`src/rtl/sram_fifo_ctrl.sv`:
```
// sram_fifo_ctrl: streams words through a dual-port SRAM (port A write, port B read)
// with a 2-entry skid buffer hiding the 1-cycle read latency.
`default_nettype none

module sram_fifo_ctrl #(
  parameter int WIDTH = 16,
  parameter int DEPTH = 16,
  localparam int AW = $clog2(DEPTH),
  localparam int LW = $clog2(DEPTH + 2) + 1
) (
  input  logic               clk,
  input  logic               rst,
  input  logic               flush,
  input  logic               in_valid,
  output logic               in_ready,
  input  logic [WIDTH-1:0]   in_data,
  output logic               out_valid,
  input  logic               out_ready,
  output logic [WIDTH-1:0]   out_data,
  output logic [LW-1:0]      level,
  output logic               ce_a,
  output logic               we_a,
  output logic [AW-1:0]      addr_a,
  output logic [WIDTH/8-1:0] wmask_a,
  output logic [WIDTH-1:0]   wdata_a,
  output logic               ce_b,
  output logic               we_b,
  output logic [AW-1:0]      addr_b,
  output logic [WIDTH/8-1:0] wmask_b,
  input  logic [WIDTH-1:0]   rdata_b
);

  localparam logic [AW:0] DEPTH_W = (AW+1)'(DEPTH);

  logic [AW-1:0]    wr_ptr_q, wr_ptr_d;
  logic [AW-1:0]    rd_ptr_q, rd_ptr_d;
  logic [AW:0]      mem_count_q, mem_count_d;
  logic             rd_inflight_q, rd_inflight_d;
  logic [1:0]       buf_count_q, buf_count_d;
  logic [WIDTH-1:0] buf0_q, buf0_d;
  logic [WIDTH-1:0] buf1_q, buf1_d;

  logic             accept;
  logic             pop;
  logic             rd_go;
  logic             ret_vld;
  logic [1:0]       occ;
  logic [WIDTH-1:0] ent0;
  logic [WIDTH-1:0] ent1;

  // The returning SRAM word counts as a buffer entry in the cycle it arrives,
  // which gives the two-cycle accept-to-output latency.
  assign ret_vld   = rd_inflight_q && !flush;
  assign in_ready  = !rst && !flush && (mem_count_q < DEPTH_W);
  assign accept    = in_valid && in_ready;
  assign out_valid = (buf_count_q != 2'd0) || ret_vld;
  assign out_data  = (buf_count_q != 2'd0) ? buf0_q : (ret_vld ? rdata_b : buf0_q);
  assign pop       = out_valid && out_ready;
  assign occ       = buf_count_q + {1'b0, ret_vld};
  assign rd_go     = !flush && (mem_count_q != '0) && ((occ - {1'b0, pop}) < 2'd2);

  assign ce_a    = accept;
  assign we_a    = accept;
  assign addr_a  = wr_ptr_q;
  assign wdata_a = in_data;
  assign wmask_a = '1;
  assign ce_b    = rd_go;
  assign we_b    = 1'b0;
  assign addr_b  = rd_ptr_q;
  assign wmask_b = '0;

  assign level = LW'(mem_count_q) + LW'(rd_inflight_q) + LW'(buf_count_q);

  assign ent0 = (buf_count_q != 2'd0) ? buf0_q : rdata_b;
  assign ent1 = (buf_count_q == 2'd2) ? buf1_q : rdata_b;

  always_comb begin
    wr_ptr_d      = wr_ptr_q;
    rd_ptr_d      = rd_ptr_q;
    mem_count_d   = mem_count_q;
    rd_inflight_d = rd_inflight_q;
    buf_count_d   = buf_count_q;
    buf0_d        = buf0_q;
    buf1_d        = buf1_q;
    if (flush) begin
      wr_ptr_d      = '0;
      rd_ptr_d      = '0;
      mem_count_d   = '0;
      rd_inflight_d = 1'b0;
      buf_count_d   = 2'd0;
      buf0_d        = '0;
      buf1_d        = '0;
    end else begin
      if (accept) wr_ptr_d = wr_ptr_q + AW'(1);
      if (rd_go)  rd_ptr_d = rd_ptr_q + AW'(1);
      mem_count_d   = mem_count_q + (AW+1)'(accept) - (AW+1)'(rd_go);
      rd_inflight_d = rd_go;
      buf_count_d   = occ - {1'b0, pop};
      // Entries in order are ent0, ent1; a pop shifts the second one to the head.
      if (pop) begin
        buf0_d = ent1;
      end else if (ret_vld) begin
        buf0_d = ent0;
        buf1_d = ent1;
      end
    end
  end

  always_ff @(posedge clk or posedge rst) begin
    if (rst) begin
      wr_ptr_q      <= '0;
      rd_ptr_q      <= '0;
      mem_count_q   <= '0;
      rd_inflight_q <= 1'b0;
      buf_count_q   <= 2'd0;
      buf0_q        <= '0;
      buf1_q        <= '0;
    end else begin
      wr_ptr_q      <= wr_ptr_d;
      rd_ptr_q      <= rd_ptr_d;
      mem_count_q   <= mem_count_d;
      rd_inflight_q <= rd_inflight_d;
      buf_count_q   <= buf_count_d;
      buf0_q        <= buf0_d;
      buf1_q        <= buf1_d;
    end
  end

endmodule

`default_nettype wire
```
`config.mk`:
```
export PLATFORM = sky130hd
export DESIGN_NAME = sram_fifo_ctrl
export DESIGN_NICKNAME = d
export VERILOG_FILES = /design/src/rtl/sram_fifo_ctrl.sv
export SDC_FILE = /design/constraint.sdc
export NUM_CORES = 1
export LEC_CHECK = 0
export CAP_MARGIN = 15
export CORE_MARGIN = 10
export CORE_UTILIZATION = 42
export DETAILED_ROUTE_END_ITERATION = 16
export HOLD_SLACK_MARGIN = 0.03
export PLACE_DENSITY = 0.77
export SYNTH_ARGS = -nofsm -noshare
export SYNTH_HDL_FRONTEND = slang
export SYNTH_SLANG_ARGS = --single-unit
```
`constraint.sdc`:
```
create_clock -name clk -period 2.89 [get_ports clk]
set_clock_uncertainty 0.05 [all_clocks]
set_input_delay 0.4335 -clock clk [delete_from_list [all_inputs] [get_ports clk]]
set_output_delay 0.4335 -clock clk [all_outputs]
set_load 0.02 [all_outputs]
```
==> results.md, run 1 <==
- The flow ran to the end, but the final reports show violations.
- The checks that failed: setup timing.
- Walking the worst path, the cells encountered are nor2_4, nand2_4, nand3_2, o21ai_2, ha_2, or4_4, nand3_4, nor3_4, ha_4, inv_2, ha_4, inv_2, fa_2, inv_1, a21oi_1, nor2_1, or3_1, a21oi_2.
- The clock network accounts for 11.0% of the total power.
- The placer congestion estimate is 0.836.
- Data on the critical path arrives at its endpoint at 3330 ps.
- Across all setup checks in the final design, the least slack found is -264 ps.
- The maximum level of the CTS H-tree is 2.
- After layout, the design draws a total of 0.00344 W.
- The final routed DRC violation total is 0.
- The remaining max-slew budget at the tightest pin is 29.5%.
- The core utilization of the finished layout is 57.0%.
- The dominant register cell in the synthesized netlist is sky130_fd_sc_hd__dfrtp_1.
- For this configuration, the core starts out at a cell density of 43.9%.
- The final-report hold violation count is 0.
- After detailed routing, the average wire length per cell comes to 15.8 microns.
- Among cell families on the critical path, the largest total delay comes from simple AND/OR/NAND/NOR gates.
- The element type at the critical path start is a register.
- The maximum number of pins on one net before global-route repair is 49.
- The tool flagged a number of max-cap violations equal to 0.
- Measured along the x axis, the die boundary spans 102 microns.
- The signed area change from the synthesized netlist to the final layout is 29.9%.
- Dividing total power by cell area gives a power density of 940 nW/um^2.
- In this run the deepest clock path goes through 2 buffers.
- The starting DRC count in detailed routing is 97.
- The worst-case vdd ir drop is 0.000454 V.
- The count of flip-flops with a built-in enable after synthesis is 0.
- The clock tree root buffer cell is sky130_fd_sc_hd__clkbuf_8.
- The count of buffers added on input and output ports is 55.
- The critical path's slowest cell is sky130_fd_sc_hd__or4_4.
- For this design the static power due to leakage is 1.84 nW.
- The later pin in the worst-skew pair is clocked with a latency of 290 ps.
- For this design, the sink count on the clock tree is 48.
- The die covers 10,400 sq um.
- Once detailed placement completed, the half-perimeter wirelength came to 4640 microns.
- The buffers plus inverters on the worst setup path is 3.
- For this design the total switching power over the nets is 0.00137 W.
- In the finished design, the share of the clock period the worst path needs comes to 109%.
- In the routed layout, each cell is associated on average with a via count of 5.12.
- The first global-routing pass estimated 10,600 microns of wire.
- The count of cell types in the netlist is 39.
- The share of post-route cells with drive strength above 1 is 23.9%.
- The most common cell in the synthesized netlist is sky130_fd_sc_hd__dfrtp_1.
- The worst setup path is of the reg2reg kind.
- By area the synthesized netlist is led by sky130_fd_sc_hd__dfrtp_1 43%, sky130_fd_sc_hd__mux2_2 6.8%, sky130_fd_sc_hd__mux2i_1 6.4%.
- Data on the critical path is required at its endpoint by 3070 ps.
- The via count of the first global-routing pass is 2,155.
- The area fraction of the dominant cell type after synthesis is 42.6%.
- Global routing used 12.6% of the available tracks.
- The count of nets after finishing is 382.
- After synthesis, flip-flops and latches occupy 42.6% of the total area.
- Once detail routing completed, the nets flagged for antenna violations numbered 0.
- The post-synthesis async set-or-reset flop share is 100%.
- The post-layout minimum cycle time is 3150 ps.
- The total core area is 6420 sq um.
- In this run the critical register-to-register path is launched from buf_count_q[0].
- The category of the worst setup path capture point is a register.
- The number of pins with negative max-slew slack in the final report is 0.
- Counting the buffers created by CTS gives 5.
- The number of ports placed on the die boundary is 93.
- Setup repair after global routing could not meet its margin everywhere.
- The repair_antennas step left the layout with diodes totalling 0.
- Setup violations remaining at the end of the flow were counted as 3.
- The hold path depth is 2.
- The final wirelength is 6420 microns.
- A synthesized cell averages 10.4 sq um.
- After clock tree synthesis, the clock-pin slew on the worst setup and hold paths is 90 ps.
- From bottom edge to top edge, the die measures 102 microns.
- The largest single stage delay on the critical path is 530 ps.
- The synthesis-stage register bit count is 48.
- The cell row count is 29.
- Sequential cells account for 28.7% of the total power.
- At the pin with the least slew margin, the transition time is 1050 ps.
- The net switching fraction of the power is 39.7%.
- The startpoint identified for the worst hold timing path is buf0_q[9].
- In this run the critical register-to-register path is captured at mem_count_q[4].
- The combinational share of power is 60.3%.
- The TritonCTS clock tree is built.
- The cell count after synthesis is 271.
- Leaving out filler cells and counting taps, the final layout contains 407.
- Sorting the synthesized cells by how often they occur yields 48 x sky130_fd_sc_hd__dfrtp_1, 24 x sky130_fd_sc_hd__buf_4, 20 x sky130_fd_sc_hd__nand2_1, 20 x sky130_fd_sc_hd__o21ai_0, 18 x sky130_fd_sc_hd__mux2i_1.
- The first TritonRoute pass finished after 4 iterations.
- The initial antenna violation count is 0.
- The tightest hold path in the finished design has a slack of 431 ps.
- In this run the worst path has a maximum fanout of 2.
- Measured in cells, the most critical reg-to-reg path has a length of 18.
- The number of placed instances, taps included, is 391.
- The path class of the tightest hold or removal check is reg2reg.
- For hold timing, the worst endpoint is buf0_q[9].
- Across all register-to-register paths, the minimum setup slack is -260 ps.
- The Yosys step of the flow raised 0 warnings.
- The fmax is 317 MHz.
- Internal power comes to 0.00207 W.
- The total number of vias is 2,085.
- The mapped cell area is 2820 sq um.
- The remaining global-route overflow is 0.
- The synthesized design spends more area on one cell type than any other, namely sky130_fd_sc_hd__dfrtp_1.
[metal layers]
metal	wire (microns)	vias to the layer above	GRT usage [%]
met5	0	-	0
met4	89	0	4.34
met3	319	8	3.04
met2	3240	42	20.8
met1	2770	1018	15.8
li1	-	1017	-
[worst register-to-register path, cell delays in order (launching register included)]
cell	delay [ps]
sky130_fd_sc_hd__dfrtp_1	410
sky130_fd_sc_hd__nor2_4	150
sky130_fd_sc_hd__nand2_4	60
sky130_fd_sc_hd__nand3_2	60
sky130_fd_sc_hd__o21ai_2	60
sky130_fd_sc_hd__ha_2	190
sky130_fd_sc_hd__or4_4	530
sky130_fd_sc_hd__nand3_4	120
sky130_fd_sc_hd__nor3_4	50
sky130_fd_sc_hd__ha_4	270
sky130_fd_sc_hd__inv_2	40
sky130_fd_sc_hd__ha_4	150
sky130_fd_sc_hd__inv_2	40
sky130_fd_sc_hd__fa_2	190
sky130_fd_sc_hd__inv_1	40
sky130_fd_sc_hd__a21oi_1	110
sky130_fd_sc_hd__nor2_1	60
sky130_fd_sc_hd__or3_1	340
sky130_fd_sc_hd__a21oi_2	150
[registers in the layout, indices dropped and copies added (netlist names)]
register       flops
mem_count_q        5
addr_a             4
buf1_q            16
addr_b             4
buf_count_q        2
rd_inflight_q      1
buf0_q            16
[area by class of cell]
type / count / area, sq um
well taps: 77 / 96.3
multi-input cells: 176 / 1440
fillers: 545 / 2760
repair buffers: 84 / 785
inverters: 15 / 56.3
clock inverters: 2 / 12.5
flip-flops and latches: 48 / 1200
clock buffers: 5 / 68.8
[power groups by stage]
stage          clock network, W  logic [W]  registers, W
2_1_floorplan                 0    0.00123      0.000993
3_3_place_gp                  0    0.00194      0.000993
3_5_place_dp                  0    0.00198      0.000996
4_1_cts                0.000395    0.00201      0.000988
5_1_grt                0.000419    0.00227       0.00101
6_report               0.000380    0.00207      0.000987
[cell usage in the layout (no fill, tap or decap), drive strengths merged]
cell type,count
dlymetal6s2s,3
nor3,7
or4,1
mux2i,18
xnor2,3
dlygate4sd2,4
clkbuf,5
mux2,19
or2,1
buf,30
dfrtp,48
o22ai,1
or3,1
nand3,3
nand2b,6
nor4b,1
nor2,13
nand2,21
and2,1
a22o,16
a31oi,1
a21oi,3
o21bai,1
nor4,1
nor3b,1
nand4,2
ha,12
fa,3
nor2b,10
conb,5
clkdlybuf4s50,47
clkinv,1
clkinvlp,1
inv,15
o21ai,20
xor2,4
a21o,1
[logic make-up (layout without fill, tap and decap cells)]
family / Yosys count / count (layout) / synth area share, %
AOI/OAI and AO/OA: 43 / 43 / 10.0
xor gates and xnor gates: 7 / 7 / 2.18
adders and majority gates: 15 / 15 / 7.46
buffers and inverters: 50 / 106 / 10.0
DFF: 48 / 48 / 42.6
muxes: 37 / 37 / 14.0
other: 2 / 5 / 0.267
and+or+nand+nor: 69 / 69 / 13.4
[per-stage QoR]
step | setup slack (ps) | TNS (ps) | instance area [sq um]
after global routing | -417 | -1010 | 3660
after detailed placement | -749 | -3410 | 3490
after CTS | -205 | -224 | 3590
after global placement | -697 | -3200 | 3490
after floorplan | -371 | -532 | 2910
final | -264 | -485 | 3660
[how the worst max path moves through the flow]
stage	endpoint	cells past startpoint	slack [ps]	from
final	mem_count_q[4]	18	-260	buf_count_q[0]
after global routing	mem_count_q[4]	18	-420	buf_count_q[0]
after CTS	mem_count_q[4]	18	-210	buf_count_q[0]
after detailed placement	mem_count_q[4]	19	-750	flush
after floorplan	mem_count_q[4]	19	-370	flush
after global placement	mem_count_q[4]	19	-700	flush
[repair_timing]
item,4_1_cts,5_1_grt
endpoints found under the setup margin,23,7
hold buffers,0,0
setup buffers,3,5
gates resized for setup,7,7
pin swaps,9,3
Power figures use the tool's default switching activity.
==> run 2: changes to the inputs <==
--- a/config.mk
+++ b/config.mk
@@ -6,11 +6,12 @@
 export NUM_CORES = 1
 export LEC_CHECK = 0
 export CAP_MARGIN = 15
-export CORE_MARGIN = 10
-export CORE_UTILIZATION = 42
+export CORE_ASPECT_RATIO = 0.8
+export CORE_MARGIN = 5
+export CORE_UTILIZATION = 50
 export DETAILED_ROUTE_END_ITERATION = 16
 export HOLD_SLACK_MARGIN = 0.03
-export PLACE_DENSITY = 0.77
+export PLACE_DENSITY = 0.86
 export SYNTH_ARGS = -nofsm -noshare
 export SYNTH_HDL_FRONTEND = slang
 export SYNTH_SLANG_ARGS = --single-unit
==> constraint.sdc (replaced) <==
create_clock -name clk -period 3.94 [get_ports clk]
set_clock_uncertainty 0.05 [all_clocks]
set_input_delay 0.591 -clock clk [delete_from_list [all_inputs] [get_ports clk]]
set_output_delay 0.591 -clock clk [all_outputs]
set_load 0.02 [all_outputs]
==> run 2 against run 1 <==
- the run now ends clean
- via count is 4.2% lower
- combinational power shrank 39%
- design area decreased by 6.8%
- utilization rose by 5.4 points
- sequential share of layout area is 2.4 points higher
- sequential cell count unchanged
- die area down 30%
- critical path type is now in2reg
==> results.md, run 2 (synthesis results as in run 1) <==
- The run finished with clean final reports.
- The number of cells upsized or downsized after cts is 0 (-7).
- The latest clock arrival within the worst-skew pair is 300 ps (about the same).
- The number of routed nets with antenna violations came to 0 (unchanged).
- The number of pins with negative max-slew slack in the final report was 0 (unchanged).
- met2 is the most crowded layer.
- The core utilization of the finished layout was 62.4% (+5.4 points).
- The number of ports placed on the die boundary is 93 (unchanged).
- The maximum level of the CTS H-tree is 2 (unchanged).
- The die span in y is 77.1 microns (-24%).
- The total half-perimeter wirelength after legalization and detailed placement is 4100 microns (-12%).
- Following the worst setup path forward leads to its endpoint at mem_count_q[4].
- The average wire length per cell after detail routing was 14.9 microns (-5.6%).
- The data required time of the worst path is 4120 ps (+1050 ps).
- The horizontal extent of the die is 93.9 microns (-7.8%).
- The timing startpoint of the critical path is flush.
- The number of detailed-route iterations in the first pass came to 4 (unchanged).
- The leakage power is 1.67 nW (-9.6%).
- The most common library cell in the layout ignoring fill and taps is sky130_fd_sc_hd__clkdlybuf4s50_1.
- CTS placed an instance of sky130_fd_sc_hd__clkbuf_8 at the clock tree root.
- The transition time at the pin with the least slew margin was 958 ps (-94.4 ps).
- The largest registers in the layout are buf0_q x16, buf1_q x16, mem_count_q x5.
- The data arrival time of the critical path is 3890 ps (+560 ps).
- The number of maximum-capacitance violations is 0 (unchanged).
- The TritonCTS buffer count was 5 (unchanged).
- The count of non-filler cells in the finished layout is 387 (-4.9%).
- The hold-fix buffer count after cts came to 0 (unchanged).
- The number of antenna repair diodes is 0 (unchanged).
- The flop-to-flop setup slack is 450 ps (+710 ps).
- STA classifies the critical path endpoint as a register.
- The power per cell area is 674 nW/um^2 (-28%).
- The critical register-to-register path endpoint is mem_count_q[4].
- The maximum number of pins on one net before global-route repair is 49 (unchanged).
- The maximum net fanout on the critical path is 6 (+4).
- Setup repair after global routing left no endpoint under its margin.
- The worst setup path is launched from an input pin.
- The top cell types in the final layout, fill and taps aside, are 55 x sky130_fd_sc_hd__clkdlybuf4s50_1, 48 x sky130_fd_sc_hd__dfrtp_1, 20 x sky130_fd_sc_hd__nand2_1, 20 x sky130_fd_sc_hd__o21ai_0, 18 x sky130_fd_sc_hd__mux2i_1.
- The remaining max-slew budget at the tightest pin is 36.1% (+6.6 points).
- The total track usage is 17.1% (+4.5 points).
- The placer congestion estimate was 0.745 (-11%).
- The cell row count is 24 (-17%).
- The count of nets after finishing is 360 (-5.8%).
- The wire length of the first global-routing pass is 9910 microns (-6.8%).
- The number of clock sinks is 48 (unchanged).
- TritonCTS built the clock tree.
- The share of post-route cells with drive strength above 1 came to 13.6% (-10 points).
- The starting DRC count in detailed routing is 90 (-7.2%).
- The post-layout minimum cycle time is 3710 ps.
- The fraction of met1 tracks used by global routing is 24.0% (+8.2 points).
- The average vias per placed instance is 5.16 (+0.73%).
- The final wirelength is 5760 microns (-10%).
- The count of buffers from port buffering is 55 (unchanged).
- The met3 demand-to-capacity share in global routing was 2.84% (-0.20 points).
- The via count of the first global-routing pass came to 2,040 (-5.3%).
- The clock-pin slew of the registers on the worst-case setup and hold paths is 80 ps (about the same).
- The total number of vias came to 1,997 (-4.2%).
- The number of cells after detailed placement was 378 (-3.3%).
- The worst-case reg-to-reg path depth was 18 (unchanged).
- The path class of the tightest hold or removal check is reg2reg.
- The initial antenna violation count is 0 (unchanged).
- The final routed DRC violation total is 0 (unchanged).
- The share of the clock period used by the worst path after layout is 94.2%.
- The count of buffers added by post-CTS timing repair for setup is 0 (-3).
- The final-report hold violation count is 0 (unchanged).
- The met2 global-route usage came to 26.3% (+5.5 points).
- The initial standard-cell utilization of the core is 51.5% (+7.7 points).
- The signed area change from the synthesized netlist to the final layout is 21.1%.
- By startpoint and endpoint, the worst setup path is classified as in2reg.
- The maximum count of clock buffers along a single path is 2 (unchanged).
- The remaining global-route overflow is 0 (unchanged).
- The fmax is 270 MHz.
- The worst-case vdd ir drop was 0.000342 V (-25%).
- The start of the worst register-to-register path is buf_count_q[1].
- The total core area came to 5470 sq um (-15%).
- The total setup violations reported at the end of the flow came to 0 (-3).
- The area of the die is 7240 sq um (-30%).
[run 2: worst min path at each step]
stage	cells after the start	start	to	slack (ps)
2_1_floorplan	2	buf0_q[0]	buf0_q[0]	400
3_3_place_gp	2	buf0_q[11]	buf0_q[11]	410
3_5_place_dp	2	buf0_q[6]	buf0_q[6]	420
4_1_cts	2	buf0_q[6]	buf0_q[6]	440
5_1_grt	2	buf0_q[6]	buf0_q[6]	450
6_report	2	buf0_q[6]	buf0_q[6]	430
[run 2: per-stage QoR]
| step | hold WS, ps | total power [W] | instance area (sq um) | worst slack, ps | setup TNS [ps] |
|---|---|---|---|---|---|
| floorplan | 396 | 0.00156 | 2830 | 188 | 0 |
| global placement | 410 | 0.00197 | 3310 | 69.3 | 0 |
| detailed placement | 417 | 0.00201 | 3310 | -64.4 | -64.4 |
| global route | 446 | 0.00247 | 3410 | 27.0 | 0 |
| CTS | 437 | 0.00232 | 3400 | 249 | 0 |
| finish | 432 | 0.00230 | 3410 | 230 | 0 |
[run 2: worst max-delay path, cell delays in order]
cell and delay [ps]:
sky130_fd_sc_hd__clkdlybuf4s50_1 480, sky130_fd_sc_hd__nand2b_4 170, sky130_fd_sc_hd__nand2_1 80, sky130_fd_sc_hd__nand3_1 90, sky130_fd_sc_hd__o21ai_0 80, sky130_fd_sc_hd__ha_1 220
sky130_fd_sc_hd__or4_4 530, sky130_fd_sc_hd__nand3_2 110, sky130_fd_sc_hd__nor3_2 60, sky130_fd_sc_hd__ha_1 300, sky130_fd_sc_hd__inv_1 40, sky130_fd_sc_hd__ha_1 180
sky130_fd_sc_hd__inv_1 70, sky130_fd_sc_hd__fa_1 200, sky130_fd_sc_hd__inv_1 50, sky130_fd_sc_hd__a21oi_1 130, sky130_fd_sc_hd__nor2_1 60, sky130_fd_sc_hd__or3_1 300
sky130_fd_sc_hd__a21oi_1 140
[run 2: cell type report]
| class | count | area (sq um) |
|---|---|---|
| inverters | 15 | 56.3 |
| multi-input cells | 176 | 1360 |
| clock inverters | 1 | 7.51 |
| well taps | 78 | 97.6 |
| repair buffers | 62 | 607 |
| clock buffers | 7 | 86.3 |
| flip-flops and latches | 48 | 1200 |
| fillers | 463 | 2050 |
[run 2: routing by layer]
| metal | wire [microns] | up-vias |
|---|---|---|
| li1 | - | 968 |
| met1 | 2710 | 962 |
| met2 | 2720 | 55 |
| met3 | 226 | 12 |
| met4 | 101 | 0 |
| met5 | 0 | - |
[run 2: where the power goes]
group | switching [W] | internal, W
logic | 0.000638 | 0.000619
clock network | 0.000162 | 0.000143
registers | 0.000119 | 0.000618
==> run 3: changes to the inputs <==
--- a/config.mk
+++ b/config.mk
@@ -12,6 +12,7 @@
 export DETAILED_ROUTE_END_ITERATION = 16
 export HOLD_SLACK_MARGIN = 0.03
 export PLACE_DENSITY = 0.86
+export REMOVE_ABC_BUFFERS = 1
 export SYNTH_ARGS = -nofsm -noshare
 export SYNTH_HDL_FRONTEND = slang
 export SYNTH_SLANG_ARGS = --single-unit
==> run 3 against run 2 <==
- final cell count up 0.26%
- global-route usage grew 1.2 points
- setup slack got worse by 85 ps
- critical path type unchanged
- largest power group unchanged
==> results.md, run 3 (synthesis results as in run 1) <==
- The fill cell instance count of the final layout is 453 (-2.2%).
- The total number of vias is 2,055 (+2.9%).
- The met3 demand-to-capacity share in global routing is 4.89% (+2.1 points).
- The post-layout minimum cycle time came to 3800 ps (+84.8 ps).
- The initial standard-cell utilization of the core is 51.5% (unchanged).
- The average wire length per cell after detail routing was 16.7 microns (+12%).
- The data arrival time of the critical path was 3970 ps (+80 ps).
- The clock-pin slew of the registers on the worst-case setup and hold paths is 90 ps (about the same).
- The wire length of the first global-routing pass came to 10,500 microns (+6.4%).
- The remaining max-slew budget at the tightest pin is 25.1% (-11 points).
- The final wirelength is 6480 microns (+12%).
- The worst hold path belongs to the class reg2reg.
- The fmax was 264 MHz (-2.2%).
- The share of post-route cells with drive strength above 1 is 15.5% (+1.9 points).
- The share of the clock period used by the worst path after layout is 96.3% (+2.2 points).
- In the layout the commonest cells are 55 x sky130_fd_sc_hd__clkdlybuf4s50_1, 48 x sky130_fd_sc_hd__dfrtp_1, 20 x sky130_fd_sc_hd__nand2_1, 20 x sky130_fd_sc_hd__o21ai_0, 18 x sky130_fd_sc_hd__mux2i_1.
- The data required time of the worst path was 4120 ps (about the same).
- The initial antenna violation count was 0 (unchanged).
- In this run the worst setup path begins at flush.
- The cell row count is 24 (unchanged).
- The number of routed nets with antenna violations is 0 (unchanged).
- The count of buffers from port buffering is 55 (unchanged).
- The number of detailed-route iterations in the first pass is 4 (unchanged).
- The power per cell area is 687 nW/um^2 (+1.9%).
- The total core area is 5470 sq um (unchanged).
- The count of nets after finishing is 361 (+0.28%).
- The TritonCTS clock tree is built.
- The category of the worst setup path capture point is a register.
- The critical path start-end classification is in2reg.
- The element type at the critical path start is an input pin.
- The final routed DRC violation total is 0 (unchanged).
- The number of pins with negative max-slew slack in the final report was 0 (unchanged).
- The total power is 0.00235 W (+2.2%).
- The transition time at the pin with the least slew margin is 1120 ps (+161 ps).
- The maximum count of clock buffers along a single path came to 2 (unchanged).
- The start of the worst register-to-register path is buf_count_q[1].
- The count of non-filler cells in the finished layout was 388 (+0.26%).
- The final-report hold violation count is 0 (unchanged).
- The number of cells after detailed placement came to 378 (unchanged).
- The total setup violations reported at the end of the flow came to 0 (unchanged).
- From synthesis to final layout, the design area changed by 21.5%.
- The number of maximum-capacitance violations is 0 (unchanged).
- The remaining global-route overflow is 0 (unchanged).
- The area of the die is 7240 sq um (unchanged).
- In this run the most critical hold path is launched from buf0_q[6].
- The die span in y is 77.1 microns (unchanged).
- The total half-perimeter wirelength after legalization and detailed placement is 4720 microns (+15%).
- The most common library cell in the layout ignoring fill and taps is sky130_fd_sc_hd__clkdlybuf4s50_1.
- The via count of the first global-routing pass came to 2,101 (+3.0%).
- The horizontal extent of the die was 93.9 microns (unchanged).
- The worst-case vdd ir drop came to 0.000327 V (-4.5%).
- The maximum number of pins on one net before global-route repair is 49 (unchanged).
- The flow ran to the end, and the final reports show no timing, DRC or antenna violations.
- The core utilization of the finished layout is 62.6% (+0.21 points).
- The met2 global-route usage was 28.1% (+1.8 points).
- The TritonCTS buffer count is 5 (unchanged).
- The largest registers in the layout are buf0_q x16, buf1_q x16, mem_count_q x5.
- Clock tree synthesis selected as its root buffer the cell sky130_fd_sc_hd__clkbuf_8.
- The number of clock sinks was 48 (unchanged).
- The placer congestion estimate was 0.782 (+5.0%).
- The number of antenna repair diodes was 0 (unchanged).
- The number of ports placed on the die boundary is 93 (unchanged).
- The maximum net fanout on the critical path was 4 (-2).
- The latest clock arrival within the worst-skew pair came to 300 ps (about the same).
- The leakage power is 1.67 nW (+0.20%).
- The total track usage is 18.2% (+1.2 points).
- The hold-fix buffer count after cts is 0 (unchanged).
- The starting DRC count in detailed routing came to 109 (+21%).
- The fraction of met1 tracks used by global routing is 25.1% (+1.1 points).
- The layer flagged by global routing as most heavily used is met2.
- The average vias per placed instance is 5.30 (+2.6%).
- The maximum level of the CTS H-tree came to 2 (unchanged).
==> run 3: worst max-delay path: stages <==
cell                              delay, ps
sky130_fd_sc_hd__clkdlybuf4s50_1        500
sky130_fd_sc_hd__nand2b_4               150
sky130_fd_sc_hd__nand2_1                 80
sky130_fd_sc_hd__nand3_1                 90
sky130_fd_sc_hd__o21ai_0                 90
sky130_fd_sc_hd__ha_2                   210
sky130_fd_sc_hd__or4_4                  520
sky130_fd_sc_hd__nand3_2                120
sky130_fd_sc_hd__nor3_2                  60
sky130_fd_sc_hd__ha_1                   290
sky130_fd_sc_hd__inv_1                   40
sky130_fd_sc_hd__ha_1                   200
sky130_fd_sc_hd__inv_1                   80
sky130_fd_sc_hd__fa_2                   210
sky130_fd_sc_hd__inv_1                   40
sky130_fd_sc_hd__a21oi_1                140
sky130_fd_sc_hd__nor2_1                  80
sky130_fd_sc_hd__or3_4                  340
sky130_fd_sc_hd__a21oi_2                140
==> run 3: layout make-up <==
cell class	count	area, sq um	share of cell area, %
Clock inverter	3	18.8	0.548
Inverter	15	56.3	1.65
Multi-Input combinational cell	176	1370	40.0
Sequential cell	48	1200	35.1
Timing Repair Buffer	63	611	17.8
Tap cell	78	97.6	2.85
Clock buffer	5	68.8	2.01
==> run 3: power by group <==
part | internal (W) | leakage (nW) | switching [W] | total [W]
combinational | 0.000648 | 0.973 | 0.000675 | 0.00132
sequential | 0.000618 | 0.649 | 0.000120 | 0.000738
clock | 0.000124 | 0.0479 | 0.000166 | 0.000290
==> run 3: worst paths after layout <==
check	end	slack [ps]	cells past startpoint
hold / removal	buf0_q[6]	430	2
min in group asynchronous	addr_a[0]	820	2
hold reg to reg	buf0_q[6]	430	2
setup reg to reg	mem_count_q[4]	350	18
max in group asynchronous	buf0_q[1]	2400	2
setup / recovery	mem_count_q[4]	140	19
==> run 3: through the flow <==
step	TNS, ps	area, sq um	worst slack, ps	hold WS [ps]
2_1_floorplan	0	2600	149	396
3_3_place_gp	0	3300	40.6	409
3_5_place_dp	-199	3300	-199	419
4_1_cts	0	3390	82.4	440
5_1_grt	-14.6	3420	-14.6	452
6_report	0	3420	145	433
==> run 3: layer usage <==
| metal | vias up | wire length, microns |
|---|---|---|
| li1 | 974 | - |
| met5 | - | 0 |
| met2 | 64 | 3030 |
| met1 | 1010 | 2970 |
| met3 | 7 | 396 |
| met4 | 0 | 85 |
==> run 3: timing repair <==
action,CTS,global route
setup buffers,0,2
resized for setup,0,5
endpoints found under the setup margin,0,2
